File: config.mk
export PLATFORM = sky130hd
export DESIGN_NAME = wb_trace_fifo
export DESIGN_NICKNAME = d
export VERILOG_FILES = /design/src/rtl/wb_trace_pkg.sv /design/src/rtl/trace_fifo_mem.sv /design/src/rtl/wb_trace_fifo.sv
export SDC_FILE = /design/constraint.sdc
export NUM_CORES = 1
export LEC_CHECK = 0
export ABC_AREA = 1
export CAP_MARGIN = 40
export CORE_ASPECT_RATIO = 1.4
export CORE_UTILIZATION = 66
export DETAILED_ROUTE_END_ITERATION = 8
export PLACE_DENSITY = 0.85
export SYNTH_ARGS = -nofsm -noshare
export SYNTH_HDL_FRONTEND = slang
export SYNTH_HIERARCHICAL = 1
export SYNTH_SLANG_ARGS = --single-unit
File: constraint.sdc
create_clock -name i_clk -period 9.32 [get_ports i_clk]
set_clock_uncertainty 0.2 [all_clocks]
set_input_delay 1.864 -clock i_clk [delete_from_list [all_inputs] [get_ports i_clk]]
set_output_delay 1.864 -clock i_clk [all_outputs]
set_load 0.005 [all_outputs]
File: src/rtl/wb_trace_pkg.sv
// Shared types and constants for the write-back trace FIFO.
// WB_TRACE_STAMP_EN adds a 16-bit cycle stamp to each entry.
package wb_trace_pkg;

    localparam int TRACE_REG_W     = 5;
    localparam int TRACE_DATA_W    = 32;
    localparam int TRACE_STAMP_W   = 16;
    localparam int TRACE_DEPTH_DEF = 16;

    typedef struct packed {
        logic [TRACE_REG_W-1:0]   reg_idx;
        logic [TRACE_DATA_W-1:0]  data;
`ifdef WB_TRACE_STAMP_EN
        logic [TRACE_STAMP_W-1:0] stamp;
`endif
    } trace_entry_t;

endpackage

File: src/rtl/trace_fifo_mem.sv
// DEPTH x entry storage: synchronous write, asynchronous read at the read pointer.
// Contents are deliberately not reset.
module trace_fifo_mem
    import wb_trace_pkg::*;
#(
    parameter int DEPTH = TRACE_DEPTH_DEF,
    parameter int PTR_W = 4
) (
    input  logic               i_clk,
    input  logic               i_we,
    input  logic [PTR_W-1:0]   i_waddr,
    input  trace_entry_t       i_wdata,
    input  logic [PTR_W-1:0]   i_raddr,
    output trace_entry_t       o_rdata
);

    trace_entry_t mem_q [DEPTH];

    // Write port: one entry per accepted capture.
    always_ff @(posedge i_clk) begin
        if (i_we) begin
            mem_q[i_waddr] <= i_wdata;
        end
    end

    assign o_rdata = mem_q[i_raddr];

endmodule

File: src/rtl/wb_trace_fifo.sv
// Captures CPU write-back register writes into a first-word-fall-through FIFO.
// Optional macro WB_TRACE_STAMP_EN adds a per-entry cycle stamp and o_trace_stamp.
module wb_trace_fifo
    import wb_trace_pkg::*;
#(
    parameter int DEPTH  = TRACE_DEPTH_DEF,
    parameter int PTR_W  = 4,
    parameter int DATA_W = TRACE_DATA_W,
    parameter int REG_W  = TRACE_REG_W,
    parameter int CNT_W  = 16
) (
    input  logic              i_clk,
    input  logic              i_rst_n,
    input  logic              i_wb_valid,
    input  logic [REG_W-1:0]  i_wb_reg,
    input  logic [DATA_W-1:0] i_wb_data,
    input  logic              i_clr,
    output logic              o_trace_valid,
    input  logic              i_trace_ready,
    output logic [REG_W-1:0]  o_trace_reg,
    output logic [DATA_W-1:0] o_trace_data,
    output logic [PTR_W:0]    o_count,
    output logic              o_full,
    output logic              o_empty,
    output logic              o_overflow,
    output logic [CNT_W-1:0]  o_drop_cnt
`ifdef WB_TRACE_STAMP_EN
    ,
    output logic [TRACE_STAMP_W-1:0] o_trace_stamp
`endif
);

    logic [PTR_W-1:0] wr_ptr_q, wr_ptr_d;
    logic [PTR_W-1:0] rd_ptr_q, rd_ptr_d;
    logic [PTR_W:0]   count_q, count_d;
    logic             full_q, full_d;
    logic             empty_q, empty_d;
    logic             overflow_q, overflow_d;
    logic [CNT_W-1:0] drop_cnt_q, drop_cnt_d;
`ifdef WB_TRACE_STAMP_EN
    logic [TRACE_STAMP_W-1:0] stamp_q, stamp_d;
`endif

    logic         cap_s, push_s, pop_s, drop_s, we_s;
    trace_entry_t wr_entry_s;
    trace_entry_t rd_entry_s;

    assign o_trace_valid = ~empty_q;

    // Handshake qualification; $zero writes are neither captured nor dropped.
    always_comb begin
        cap_s  = i_wb_valid && (i_wb_reg != {REG_W{1'b0}});
        pop_s  = (~empty_q) && i_trace_ready;
        push_s = cap_s && ((~full_q) || pop_s);
        drop_s = cap_s && full_q && (~pop_s);
        we_s   = push_s && (~i_clr);
    end

    // Entry assembly for the storage write port.
    always_comb begin
        wr_entry_s         = '0;
        wr_entry_s.reg_idx = i_wb_reg;
        wr_entry_s.data    = i_wb_data;
`ifdef WB_TRACE_STAMP_EN
        wr_entry_s.stamp   = stamp_q;
`endif
    end

    // Next-state for pointers, occupancy and drop status; clear wins over traffic.
    always_comb begin
        wr_ptr_d   = wr_ptr_q;
        rd_ptr_d   = rd_ptr_q;
        count_d    = count_q;
        overflow_d = overflow_q;
        drop_cnt_d = drop_cnt_q;
        empty_d    = empty_q;
        full_d     = full_q;
        if (i_clr) begin
            wr_ptr_d   = {PTR_W{1'b0}};
            rd_ptr_d   = {PTR_W{1'b0}};
            count_d    = {(PTR_W+1){1'b0}};
            overflow_d = 1'b0;
            drop_cnt_d = {CNT_W{1'b0}};
            empty_d    = 1'b1;
            full_d     = 1'b0;
        end else begin
            if (push_s) begin
                wr_ptr_d = wr_ptr_q + PTR_W'(1);
            end else begin
                wr_ptr_d = wr_ptr_q;
            end
            if (pop_s) begin
                rd_ptr_d = rd_ptr_q + PTR_W'(1);
            end else begin
                rd_ptr_d = rd_ptr_q;
            end
            case ({push_s, pop_s})
                2'b10:   count_d = count_q + (PTR_W+1)'(1);
                2'b01:   count_d = count_q - (PTR_W+1)'(1);
                default: count_d = count_q;
            endcase
            if (drop_s) begin
                overflow_d = 1'b1;
                if (drop_cnt_q != {CNT_W{1'b1}}) begin
                    drop_cnt_d = drop_cnt_q + CNT_W'(1);
                end else begin
                    drop_cnt_d = drop_cnt_q;
                end
            end else begin
                overflow_d = overflow_q;
                drop_cnt_d = drop_cnt_q;
            end
            empty_d = (count_d == {(PTR_W+1){1'b0}});
            full_d  = (count_d == (PTR_W+1)'(DEPTH));
        end
    end

`ifdef WB_TRACE_STAMP_EN
    // Free-running cycle counter, zeroed by clear.
    always_comb begin
        if (i_clr) begin
            stamp_d = {TRACE_STAMP_W{1'b0}};
        end else begin
            stamp_d = stamp_q + TRACE_STAMP_W'(1);
        end
    end
`endif

    // State registers; reset empties the FIFO asynchronously.
    always_ff @(posedge i_clk or negedge i_rst_n) begin
        if (!i_rst_n) begin
            wr_ptr_q   <= {PTR_W{1'b0}};
            rd_ptr_q   <= {PTR_W{1'b0}};
            count_q    <= {(PTR_W+1){1'b0}};
            full_q     <= 1'b0;
            empty_q    <= 1'b1;
            overflow_q <= 1'b0;
            drop_cnt_q <= {CNT_W{1'b0}};
`ifdef WB_TRACE_STAMP_EN
            stamp_q    <= {TRACE_STAMP_W{1'b0}};
`endif
        end else begin
            wr_ptr_q   <= wr_ptr_d;
            rd_ptr_q   <= rd_ptr_d;
            count_q    <= count_d;
            full_q     <= full_d;
            empty_q    <= empty_d;
            overflow_q <= overflow_d;
            drop_cnt_q <= drop_cnt_d;
`ifdef WB_TRACE_STAMP_EN
            stamp_q    <= stamp_d;
`endif
        end
    end

    trace_fifo_mem #(
        .DEPTH (DEPTH),
        .PTR_W (PTR_W)
    ) u_mem (
        .i_clk   (i_clk),
        .i_we    (we_s),
        .i_waddr (wr_ptr_q),
        .i_wdata (wr_entry_s),
        .i_raddr (rd_ptr_q),
        .o_rdata (rd_entry_s)
    );

    assign o_trace_reg  = rd_entry_s.reg_idx;
    assign o_trace_data = rd_entry_s.data;
`ifdef WB_TRACE_STAMP_EN
    assign o_trace_stamp = rd_entry_s.stamp;
`endif
    assign o_count    = count_q;
    assign o_full     = full_q;
    assign o_empty    = empty_q;
    assign o_overflow = overflow_q;
    assign o_drop_cnt = drop_cnt_q;

endmodule

==> metrics <==
clock network power share 0.372; status completed; Final Hold Viols 0; mux cell area share after synthesis 0.0003645; Vias 19880; fmax 159.9 MHz; Reg clk slew, reported paths 0.07 ns; Main synth FF type edfxtp_1; synthesized area 27460 µm²; first drt pass iteration count 6; pwr dens 211.0 nW/µm²; min cycle time layout 6.254 ns; CP Data Arrival Time 4.19 ns; PortBufs 103; RSZ-0062 raised after global routing false; average cell area after synthesis 10.26 µm²; Worst setup EP type output pin; slowest stage delay, CP 0.81 ns; Clock Tree Buf Depth 3; switching part of the total 0.2539; Hold Crit Start wr_ptr_q[3]$_DFFE_PN0P_; Post-CTS Resized 0; Slew headroom 0.3733; Pleak 13.04 nW; ANT nets after route 0; share of layout cells above drive strength 1 0.05887; CP dominant cell by count nand3_1; worst-skew pair later-pin latency 0.58 ns; detailed placement HPWL 34920 µm; vias in the first global route 20450; RR Startpoint o_empty$_DFF_PN1_; initial core utilization 0.6686; final wirelength 69300 µm; fin area 30840 µm²; Syn. warnings 6; critical path fanouts, max 67; Setup-failing EPs final 0; required time of the critical path 7.26 ns; global router's overall resource usage 0.3267; drt initial violations 2996; Synth Area in Compound Gates 0.006242; number of synthesized register bits 624; RePlAce Congestion 0.8256; Max VDD drop 0.0001431 V; row count 88; total chip power 6.508 mW; Simple-Gate Fraction of Synth Area 0.2154; post-route core utilization 0.7509; Max H-tree Level 2; global-route wire length before repair 106000 µm; Crit-path slowest cell dfrtp_4; Async S/R FF share, synth 0.05128; largest net degree at the start of global routing 155; CP top delay family buffers and inverters; worst-margin pin slew 0.9400 ns; Critical Path Source rd_ptr_q[1]$_DFFE_PN0P_; Placed Instances 3226; Synth cell types 39; post-synthesis sequential area ratio 0.6766; cells along the critical path inv_4 > buf_4 > buf_16 > nand3_1 > nand3_1 > nand3_1 > nand2_1 > clkdlybuf4s50_1; fraction of the mapped netlist area in adder cells 0.002734; number of buffers created by CTS 54; Buffers & Inverters on Critical Path 4; xor and xnor fraction of the mapped netlist area 0.002871; CP Class register to output pin; Area growth, synth to finish 12.31%; DRC viols 0; CTS Hold Bufs 0; R2R Setup Slk 6.31 ns; drt via density 5.973; Layout Nets 2790; Post-Syn Instances 2677; Core Box Area 41070 µm²; gr ovfl total 0; Max-Cap Viols 0; combinational family with the most area after synthesis simple AND/OR/NAND/NOR gates; WL/cell 20.82 µm; P_int 4.856 mW; TritonCTS Sinks 624; CP startpoint kind register; Post-synth EDFFs 592; Die H 243.3 µm; TNS Setup 0 ns; full die area 42440 µm²; top cells by area, synth edfxtp_1 (65%), nand2_1 (12%), nand3_1 (8.5%); # IOs 104; Slew Viols, Final 0; Setup Buffers After CTS 0; clk root buf clkbuf_16; Worst Hold Class register to register; Chip Width 174.4 µm; Layout Cells excl Fill 3328; Logic pwr share 0.141; CTS tree yes; Fillers 2350; Synth top area share 0.6474; Net Sw Power 1.652 mW; Tcrit/Tclk final 0.6710; Synth area leader edfxtp_1; Synth Net Count 2725; antenna violations before repair 3; placed inst area 28890 µm²; sequential share of power 0.487
cell usage after synthesis (all sizes together) (2+ instances only):
cell type and n:
o21bai 2, xnor2 2, or2 2, a21oi 5, xor2 7, dfrtp 31, buf 111, o21ai 20
clkbuf 17, nand3 468, nor2 52, inv 480, ha 6, nor3 5, nand4 6, edfxtp 592
nand3b 4, nand2 861
logic make-up (layout without fill, tap and decap cells):
kind of cell             Yosys count  after routing
multiplexers                       1              1
flip-flops                       624            624
AND/OR/NAND/NOR                 1399           1399
adder cells (fa/ha/maj)            6              6
buffers and inverters            609            718
AO/OA/AOI/OAI                     29             29
other                              0              2
XOR/XNOR                           9              9
flip-flops by register name, summed over array words and instances (netlist names):
signal / flops
u_mem/mem_q: 592
o_count: 5
o_empty: 1
o_full: 1
o_overflow: 1
wr_ptr_q: 4
o_drop_cnt: 16
rd_ptr_q: 4
cell usage in the layout, fill, tap and decap left out, types with 3 or more instances in the layout:
cell type | synthesis | layout
clkbuf_1 | 16 | 6
nor2_4 | 1 | 17
nor3_1 | 4 | 4
nand3b_1 | 4 | 4
inv_1 | 476 | 475
nand3_1 | 468 | 468
nand2_1 | 859 | 859
clkbuf_16 | 0 | 59
bufinv_16 | 0 | 9
dfrtp_1 | 31 | 27
clkinv_2 | 0 | 11
xor2_1 | 7 | 7
a21oi_1 | 5 | 5
clkinvlp_4 | 0 | 6
edfxtp_1 | 592 | 592
o21ai_2 | 4 | 4
o21ai_0 | 15 | 15
inv_2 | 3 | 3
buf_4 | 10 | 26
ha_1 | 6 | 6
clkinv_1 | 1 | 4
buf_16 | 0 | 7
clkdlybuf4s50_1 | 0 | 103
nor2_1 | 50 | 34
nand4_1 | 5 | 5
path summary, 6_finish.rpt:
kind | endpoint | cells after the start
worst max-delay path | o_trace_data[7] | 8
worst min-delay path | wr_ptr_q[3]$_DFFE_PN0P_ | 1
worst max register to register | u_mem/mem_q[13][6]$_DFFE_PP_ | 8
worst min register to register | wr_ptr_q[3]$_DFFE_PN0P_ | 1
max in group asynchronous | rd_ptr_q[0]$_DFFE_PN0P_ | 2
min in group asynchronous | o_count[1]$_DFF_PN0_ | 2
stage by stage:
step	hold slack, ns	worst slack, ns
6_report	0.3456	3.066
5_1_grt	0.3737	2.882
3_3_place_gp	0.3077	3.575
3_5_place_dp	0.3299	3.666
4_1_cts	0.3393	3.092
2_1_floorplan	0.2729	4.688
layout make-up:
class	count	area (µm²)	area share
Tap cell	540	675.6	0.02191
Antenna cell	2	5.005	0.0001623
Sequential cell	624	18590	0.6028
Inverter	481	1815	0.05887
Multi-Input combinational cell	1444	6370	0.2065
Clock buffer	66	1513	0.04905
Clock inverter	34	432.9	0.01404
Timing Repair Buffer	137	1439	0.04666
per-layer routing:
metal  global-route usage  up-vias  wire (µm)
li1                     -     8759          -
met1               0.3920     9361      23180
met2               0.5490     1435      34770
met3              0.05072      322       7451
met4               0.2147        2       3885
met5                    0        -         12
power by group through the flow:
stage | registers (mW) | logic [mW] | clock network (mW)
2_1_floorplan | 3.19 | 0.596 | 0
4_1_cts | 3.17 | 0.905 | 2.43
6_report | 3.17 | 0.920 | 2.42
3_5_place_dp | 3.23 | 0.883 | 0
5_1_grt | 3.17 | 1.00 | 2.53
3_3_place_gp | 3.22 | 0.820 | 0
worst register-to-register path, stage by stage, from the launching register on:
cell and delay [ns]:
dfstp_2 0.37, inv_1 0.06, nand2_1 0.12, nand2_1 0.11
nand3_1 0.09, inv_1 0.17, nand3_1 0.33, nor2_4 0.54
buf_4 0.63
No activity file was read; power rests on OpenSTA's default activity.
